$ cat config.mk
export PLATFORM = sky130hd
export DESIGN_NAME = fp_from_int
export DESIGN_NICKNAME = d
export VERILOG_FILES = /design/src/rtl/fp_from_int_pkg.sv /design/src/rtl/fp_round_rne.sv /design/src/rtl/fp_from_int.sv
export SDC_FILE = /design/constraint.sdc
export NUM_CORES = 1
export LEC_CHECK = 0
export CAP_MARGIN = 20
export CORE_MARGIN = 2
export CORE_UTILIZATION = 40
export DETAILED_ROUTE_END_ITERATION = 10
export SLEW_MARGIN = 20
export SYNTH_ARGS = -nofsm -noshare
export SYNTH_HDL_FRONTEND = slang
export SYNTH_SLANG_ARGS = --single-unit
export TNS_END_PERCENT = 1
$ cat constraint.sdc
create_clock -name clk -period 4.55 [get_ports clk]
set_clock_uncertainty 0.1 [all_clocks]
set_input_delay 1.1375 -clock clk [delete_from_list [all_inputs] [get_ports clk]]
set_output_delay 1.1375 -clock clk [all_outputs]
set_load 0.02 [all_outputs]
$ cat src/rtl/fp_from_int_pkg.sv
`default_nettype none
// ============================================================================
// Module   : fp_from_int_pkg
// Purpose  : Shared fp helpers: exponent bias, min/max, clog2, packed IEEE754 type.
// Revision : 1.0 - initial release
// ============================================================================

`ifndef FP_IEEE754_MACRO
`define FP_IEEE754_MACRO
`define IEEE754(NX, NM) struct packed { logic sign; logic [(NX)-1:0] exp; logic [(NM)-1:0] mant; }
`endif

package fp_from_int_pkg;

    function automatic int EXP_OFFSET(input int nx);
        return (1 << (nx - 1)) - 1;
    endfunction

    function automatic int MIN(input int a, input int b);
        return (a < b) ? a : b;
    endfunction

    function automatic int MAX(input int a, input int b);
        return (a > b) ? a : b;
    endfunction

    function automatic int CLOG2(input int v);
        int r;
        r = 0;
        for (int i = 0; i < 31; i++) begin
            if ((1 << i) < v) r = i + 1;
        end
        return r;
    endfunction

endpackage

`default_nettype wire

$ cat src/rtl/fp_round_rne.sv
`default_nettype none
// ============================================================================
// Module   : fp_round_rne
// Purpose  : Round a normalised integer magnitude to packed IEEE754, nearest-even.
// Revision : 1.0 - initial release
// ============================================================================

module fp_round_rne
    import fp_from_int_pkg::*;
#(
    parameter int NI = 32,
    parameter int NX = 8,
    parameter int NM = 23,
    parameter int NE = 6
) (
    input  logic [NI-1:0]    mag,
    input  logic [NE-1:0]    exp_unb,
    input  logic             sign,
    output logic [NX+NM:0]   data,
    output logic             inexact
);

    localparam int FW = NI - 1;
    localparam int EW = MAX(NE, NX + 2);
    localparam logic signed [EW-1:0] c_bias    = EW'(EXP_OFFSET(NX));
    localparam logic signed [EW-1:0] c_exp_max = EW'((1 << NX) - 1);

    typedef `IEEE754(NX, NM) ieee_t;

    // Fraction bits below the hidden one, padded so guard/sticky vanish when NI-1 <= NM.
    logic [FW+NM+1:0]       w_ext;
    logic [NM-1:0]          w_mant;
    logic                   w_guard;
    logic                   w_sticky;
    logic                   w_round_up;
    logic [NM:0]            w_mant_inc;
    logic signed [EW-1:0]   w_biased;
    logic                   w_ovf;
    logic                   w_zero;
    ieee_t                  w_res;

    assign w_ext      = {mag[NI-2:0], {(NM + 2){1'b0}}};
    assign w_mant     = w_ext[FW+NM+1 -: NM];
    assign w_guard    = w_ext[FW+1];
    assign w_sticky   = |w_ext[FW:0];
    assign w_round_up = w_guard & (w_sticky | w_mant[0]);
    assign w_mant_inc = {1'b0, w_mant} + {{NM{1'b0}}, w_round_up};
    assign w_biased   = EW'($signed(exp_unb)) + $signed(EW'(w_mant_inc[NM])) + c_bias;
    assign w_ovf      = (w_biased >= c_exp_max);
    assign w_zero     = ~mag[NI-1];

    always_comb begin
        w_res = '0;
        if (!w_zero) begin
            w_res.sign = sign;
            if (w_ovf) begin
                w_res.exp  = '1;
                w_res.mant = '0;
            end else begin
                w_res.exp  = w_biased[NX-1:0];
                w_res.mant = w_mant_inc[NM-1:0];
            end
        end
    end

    assign data    = w_res;
    assign inexact = ~w_zero & (w_guard | w_sticky | w_ovf);

endmodule

`default_nettype wire

$ cat src/rtl/fp_from_int.sv
`default_nettype none
// ============================================================================
// Module   : fp_from_int
// Purpose  : Iterative integer to IEEE754 converter with valid/ready handshake.
// Revision : 1.0 - initial release
// ============================================================================

module fp_from_int
    import fp_from_int_pkg::*;
#(
    parameter int NI     = 32,
    parameter bit SIGNED = 1'b1,
    parameter int NX     = 8,
    parameter int NM     = 23
) (
    input  logic             clk,
    input  logic             rst,
    input  logic             in_valid,
    output logic             in_ready,
    input  logic [NI-1:0]    in_data,
    output logic             out_valid,
    input  logic             out_ready,
    output logic [NX+NM:0]   out_data,
    output logic             out_inexact
);

    localparam int NE = CLOG2(NI) + 1;
    localparam logic [NE-1:0] c_exp_top = NE'(NI - 1);

    typedef `IEEE754(NX, NM) ieee_t;
    typedef enum logic [1:0] {
        S_IDLE  = 2'd0,
        S_NORM  = 2'd1,
        S_ROUND = 2'd2,
        S_DONE  = 2'd3
    } state_t;

    state_t             r_state;
    logic [NI-1:0]      r_mag;
    logic [NE-1:0]      r_exp;
    logic               r_sign;
    ieee_t              r_result;
    logic               r_inexact;
    logic               r_out_valid;
    logic               r_in_ready;

    logic               w_sign;
    logic [NI-1:0]      w_mag;
    logic [NX+NM:0]     w_rnd_data;
    logic               w_rnd_inexact;

    // Negating the most negative value wraps to 2^(NI-1), which is the exact magnitude.
    assign w_sign = SIGNED & in_data[NI-1];
    assign w_mag  = w_sign ? (~in_data + NI'(1)) : in_data;

    fp_round_rne #(
        .NI (NI),
        .NX (NX),
        .NM (NM),
        .NE (NE)
    ) u_round (
        .mag     (r_mag),
        .exp_unb (r_exp),
        .sign    (r_sign),
        .data    (w_rnd_data),
        .inexact (w_rnd_inexact)
    );

    always_ff @(posedge clk) begin
        if (rst) begin
            r_state     <= S_IDLE;
            r_mag       <= '0;
            r_exp       <= '0;
            r_sign      <= 1'b0;
            r_result    <= '0;
            r_inexact   <= 1'b0;
            r_out_valid <= 1'b0;
            r_in_ready  <= 1'b0;
        end else begin
            case (r_state)
                S_IDLE: begin
                    r_in_ready <= 1'b1;
                    if (in_valid && r_in_ready) begin
                        r_in_ready <= 1'b0;
                        r_sign     <= w_sign;
                        r_mag      <= w_mag;
                        r_exp      <= c_exp_top;
                        if (w_mag == '0) begin
                            r_result    <= '0;
                            r_inexact   <= 1'b0;
                            r_out_valid <= 1'b1;
                            r_state     <= S_DONE;
                        end else begin
                            r_state <= S_NORM;
                        end
                    end
                end
                S_NORM: begin
                    if (r_mag[NI-1]) begin
                        r_state <= S_ROUND;
                    end else begin
                        r_mag <= r_mag << 1;
                        r_exp <= r_exp - NE'(1);
                    end
                end
                S_ROUND: begin
                    r_result    <= w_rnd_data;
                    r_inexact   <= w_rnd_inexact;
                    r_out_valid <= 1'b1;
                    r_state     <= S_DONE;
                end
                S_DONE: begin
                    if (out_ready) begin
                        r_out_valid <= 1'b0;
                        r_in_ready  <= 1'b1;
                        r_state     <= S_IDLE;
                    end
                end
                default: r_state <= S_IDLE;
            endcase
        end
    end

    assign in_ready    = r_in_ready;
    assign out_valid   = r_out_valid;
    assign out_data    = r_result;
    assign out_inexact = r_inexact;

endmodule

`default_nettype wire

==> results of run 1 <==
-- power groups by stage --
stage	combinational (mW)	sequential (mW)	clock (mW)
after floorplan	0.928	0.939	0
after global placement	1.24	1.01	0
after detailed placement	1.26	1.01	0
after CTS	1.27	1.00	0.787
after global routing	1.48	1.03	0.822
final	1.34	1.00	0.779
-- cell families (layout without fill, tap and decap cells) --
family	Yosys count	in the layout	share of synthesized area
adders and majority gates	11	11	0.0266
xor gates and xnor gates	65	65	0.110
muxes	6	6	0.0116
buffers and inverters	73	196	0.0589
DFF	76	76	0.294
and+or+nand+nor	256	256	0.255
AOI/OAI and AO/OA	173	173	0.244
-- repair_timing --
action                                  4_1_cts  5_1_grt
endpoints found under the setup margin       15       28
setup buffers                                 0        7
pin swaps                                     2       10
gates cloned                                  0        3
resized for setup                             8       35
-- layout make-up --
class,instances,share of cell area
repair buffers,159,0.204
well taps,172,0.0298
flip-flops and latches,76,0.211
clock inverters,7,0.0139
inverters,21,0.0109
multi-input cells,511,0.499
clock buffers,9,0.0312
-- routing by layer --
layer,vias to the layer above,global-route usage,routed length [um]
met5,-,0,0
met3,28,0.0359,598
met2,138,0.355,7550
li1,2663,-,-
met4,0,0.0828,354
met1,2488,0.286,7110
-- cells in the mapped netlist, types with 8 or more instances --
cell      instances  area share
ha_1             11       0.027
buf_1             8      0.0058
nand3_1          45       0.043
a31o_2            8       0.014
nor4_1           11       0.013
o31ai_2          14       0.034
o31ai_1          18       0.026
xor2_1           21       0.035
nor3_1           24       0.023
nand2_1          47       0.034
a21oi_1          26       0.025
o211ai_1          9       0.013
or3_1            21       0.025
or4_1            11       0.016
nand4_1          10       0.012
xnor2_1          44       0.074
inv_1            21       0.015
clkbuf_1         34       0.025
o21ai_0          38       0.037
a211oi_1         22       0.032
nor2_1           50       0.036
dfxtp_1          76        0.29
-- critical path, stage by stage --
cell and delay (ns):
clkdlybuf4s50_1 0.42, or4_4 0.57, o41ai_4 0.27, xnor2_2 0.11, or4_1 0.40, or4_4 0.56
nor4_4 0.33, a32oi_4 0.25, buf_12 0.20, clkbuf_16 0.15, o31ai_1 0.22
-- registers in the layout, indices dropped and copies added, names as in the netlist --
register,cells
out_valid,1
out_data,32
r_state,2
in_ready,1
r_mag,32
out_inexact,1
r_sign,1
r_exp,6
-- through the flow --
stage               hold slack, ns  setup TNS [ns]
finish                       0.366               0
global route                 0.391          -0.199
CTS                          0.369               0
detailed placement           0.360          -12.80
global placement             0.357          -12.55
floorplan                    0.349               0
-- worst paths after layout --
kind               startpoint      endpoint  slack, ns  cells past startpoint
setup / recovery   in_data[7]   out_data[6]       0.07                     11
hold / removal    out_data[5]   out_data[5]       0.37                      2
setup reg to reg     r_mag[7]  out_data[30]       0.83                     12
hold reg to reg   out_data[5]   out_data[5]       0.37                      2
-- cells in the final DEF, fill, tap and decap left out, types with 5 or more instances in the layout --
master	count
nor2_1	50
nand4_1	10
and3_1	7
or2_2	5
dfxtp_1	76
clkbuf_16	11
a31o_2	8
o31ai_1	11
or4_1	8
nor4_1	6
a211oi_1	22
clkdlybuf4s50_1	66
xor2_1	21
ha_1	10
o211ai_1	9
mux2i_1	6
o21ai_0	38
nand2_1	47
inv_1	20
a21oi_1	25
o31ai_2	17
nand3_1	41
buf_4	81
xnor2_1	43
nand3b_1	6
or3_1	18
nor3_1	24
==> metrics.yaml, run 1 <==
status: "finished clean"
first_pass_iters: 5
syn-cell-area_um2: 5180
chipWidth_um: 118
clock.fmax_mhz: 223
area_growth_pct: 39.1
cts.sinks: 76
comb_power_share: 0.429
initial_core_util: 0.411
power.leakage_nw: 2.60
post-route-period-util: 0.985
wl_mm: 15.6
cts_buffers: 9
relSlewSlack: 0.449
ir_drop_uv: 251
switching_share: 0.407
num-nets-final: 825
core_um2: 12600
path_clk_slew_ns: 0.06
vias_per_cell: 5.57
synthFlopType: "dfxtp_1"
start_kind: "primary input"
layout_min_cycle_time_ns: 4.48
worst_slew_pin_slew_ns: 0.827
drt_iter0_drc: 336
cts_root_buf: "clkbuf_16"
clock_path_buffers: 2
grt-ovfl-total: 0
port_buffers: 70
clkLatencyLatePin_ns: 0.34
p_sw_mw: 1.27
drv_slew: 0
drc: 0
hold_buffers: 0
seqPwrFrac: 0.321
path_max_fanout: 9
fin_area_um2: 7210
fp.dieArea_um2: 13900
rows: 41
utilization: 0.571
n_fill_cell: 1173
dp_hpwl_mm: 11.0
clkPwrFrac: 0.249
num_io_pins: 71
antenna_found_initial: 0
die_h_um: 118
routedWlPerCell_um: 16.4
multiInputGateArea_um2: 3600
yosys_warnings: 0
synth_edf_count: 0
netlist_instances: 660
fin_cells: 955
seq_area_frac_synth: 0.294
vias: 5317
ys_types: 56
cap_viol_max_count: 0
post_route_cells_drive_above_1_share: 0.221
p_int_mw: 1.85
syn_avg_cell_area_um2: 7.85
grt_pass1_vias: 4925
pre_cts_ws_ns: -0.542
power_mw: 3.12
tritoncts: "built"
hold_viol: 0
worst_slack_ns: 0.0687
critical_path_arrival_ns: 4.64
crit_path_end_kind: "register"
grt_use_total: 0.217
synth_seq_cells: 76
globalplace.congestion: 0.913
hold_class: "reg2reg"
worstPathRequired_ns: 4.71
grt_max_degree: 42
cts.htree.levels: 3
crit_type: "in2reg"
n_antenna_cell: 0
dpl_cell_area_um2: 6510
ys_async_sr_fraction: 0
rsz0062_at_grt: "yes"
register_area_um2: 1520
finalSetupViolCount: 0
grt_first_pass_wirelength_mm: 24.9
powerDensity_nw_per_um2: 433
syn_nets: 707
placed_cells: 929
ant_nets: 0
No activity file was read; power rests on OpenSTA's default activity.
==> run 2: changes to the inputs <==
--- a/config.mk
+++ b/config.mk
@@ -8,6 +8,7 @@
 export CAP_MARGIN = 20
 export CORE_MARGIN = 2
 export CORE_UTILIZATION = 40
+export CTS_BUF_LIST = sky130_fd_sc_hd__clkbuf_8
 export DETAILED_ROUTE_END_ITERATION = 10
 export SLEW_MARGIN = 20
 export SYNTH_ARGS = -nofsm -noshare
==> metrics.yaml, run 2 (synthesis results as in run 1) <==
status: "finished clean"
wl_mm: 15.5  # -0.51%
powerDensity_nw_per_um2: 413  # -4.6%
die_h_um: 118  # unchanged
rr_worst_depth: 12  # unchanged
post-route-period-util: 0.988  # +0.00286
relSlewSlack: 0.466  # +0.0171
r2r_start: "r_mag[7]"
multiInputGateArea_um2: 3580  # -0.56%
clkLatencyLatePin_ns: 0.37  # +0.03 ns
initial_core_util: 0.411  # unchanged
power.leakage_nw: 2.54  # -2.2%
drv_slew: 0  # unchanged
layout_min_cycle_time_ns: 4.49  # +0.0130 ns
num_io_pins: 71  # unchanged
vias_per_cell: 5.48  # -1.5%
cap_viol_max_count: 0  # unchanged
path_clk_slew_ns: 0.08  # +0.02 ns
final_cell_mix: "buf_4 (82), dfxtp_1 (76), clkdlybuf4s50_1 (66)"
post_route_cells_drive_above_1_share: 0.217  # -0.00383
antenna_found_initial: 0  # unchanged
rr_endpoint: "out_data[30]"
rows: 41  # unchanged
reg2reg_slack_ns: 0.79  # -0.04 ns
worst_slew_pin_slew_ns: 0.801  # -0.0257 ns
globalplace.congestion: 0.913  # unchanged
utilization: 0.561  # -0.0106
tritoncts: "built"
clock.fmax_mhz: 223  # -0.29%
crit_type: "in2reg"
ant_nets: 0  # unchanged
grt-ovfl-total: 0  # unchanged
area_growth_pct: 36.5
cts.htree.levels: 3  # unchanged
drt_iter0_drc: 348  # +3.6%
num-nets-final: 825  # unchanged
min_from: "out_data[0]"
dp_hpwl_mm: 11.0  # unchanged
core_um2: 12600  # unchanged
grt_max_degree: 42  # unchanged
cts_root_buf: "clkbuf_8"
routedWlPerCell_um: 16.3  # -0.51%
cts_buffers: 9  # unchanged
critical_path_arrival_ns: 4.63  # about the same
drc: 0  # unchanged
grt_pass1_vias: 4898  # -0.55%
hold_buffers: 0  # unchanged
register_area_um2: 1520  # unchanged
vias: 5236  # -1.5%
port_buffers: 70  # unchanged
path_max_fanout: 9  # unchanged
fp.dieArea_um2: 13900  # unchanged
n_fill_cell: 1198  # +2.1%
ir_drop_uv: 238  # -5.2%
n_antenna_cell: 0  # unchanged
tns_ns: 0  # unchanged
crit_path_end_kind: "register"
worstHoldPathCells: 2  # unchanged
power_mw: 2.92  # -6.4%
clock_path_buffers: 2  # unchanged
grt_first_pass_wirelength_mm: 24.7  # -0.58%
grt_use_total: 0.216  # -0.00133
worstPathRequired_ns: 4.69  # -0.02 ns
hold_class: "reg2reg"
min_to: "out_data[0]"
hold_viol: 0  # unchanged
start_kind: "primary input"
cts.sinks: 76  # unchanged
finalSetupViolCount: 0  # unchanged
first_pass_iters: 4  # -1
final_common_cell: "buf_4"
chipWidth_um: 118  # unchanged
[run 2: metrics by stage]
| step | setup WS [ns] | instances | area, um2 | hold slack [ns] |
|---|---|---|---|---|
| 2_1_floorplan | 0.184 | 660 | 5180 | 0.349 |
| 3_5_place_dp | -0.542 | 929 | 6510 | 0.360 |
| 5_1_grt | -0.0244 | 955 | 7080 | 0.395 |
| 6_report | 0.0557 | 955 | 7080 | 0.370 |
| 3_3_place_gp | -0.475 | 929 | 6510 | 0.357 |
| 4_1_cts | 0.0109 | 945 | 6760 | 0.372 |
[run 2: where the power goes]
group	internal, mW	switching [mW]
sequential	0.808	0.196
combinational	0.555	0.780
clock	0.311	0.274
total	1.67	1.25
[run 2: area by class of cell]
| class | count | share of cell area |
|---|---|---|
| Clock buffer | 9 | 0.0175 |
| Clock inverter | 7 | 0.0141 |
| Inverter | 21 | 0.0111 |
| Multi-Input combinational cell | 511 | 0.506 |
| Sequential cell | 76 | 0.215 |
| Tap cell | 172 | 0.0304 |
| Timing Repair Buffer | 159 | 0.206 |
[run 2: layer usage]
metal  global-route usage  vias up  share of wire
met3               0.0359       27          0.038
met2                0.351      124           0.48
met5                    0        -              0
li1                     -     2659              -
met4               0.0836        0          0.023
met1                0.285     2426           0.46
[run 2: what timing repair did]
item	CTS	global route
gates resized for setup	5	34
gates cloned	0	3
setup buffers	0	7
pin swaps	2	8
endpoints found under the setup margin	9	29
[run 2: worst max-delay path by stage]
| stage | slack [ns] | cells past startpoint | start | to |
|---|---|---|---|---|
| floorplan | 0.18 | 14 | in_data[0] | out_data[13] |
| CTS | 0.01 | 14 | in_data[1] | out_data[2] |
| finish | 0.06 | 12 | in_data[14] | out_data[4] |
| global route | -0.02 | 14 | in_data[14] | out_data[4] |
| detailed placement | -0.54 | 14 | in_data[0] | out_data[2] |
| global placement | -0.47 | 14 | in_data[0] | out_data[2] |
[run 2: worst max-delay path, stage by stage]
cell and delay (ns):
clkdlybuf4s50_1 0.43, or4_4 0.55, or3_4 0.39, or4_1 0.57
o31ai_1 0.28, a32oi_1 0.15, nor4_4 0.32, a32oi_4 0.25
buf_6 0.20, clkbuf_16 0.16, nand3_1 0.10, o31ai_2 0.07
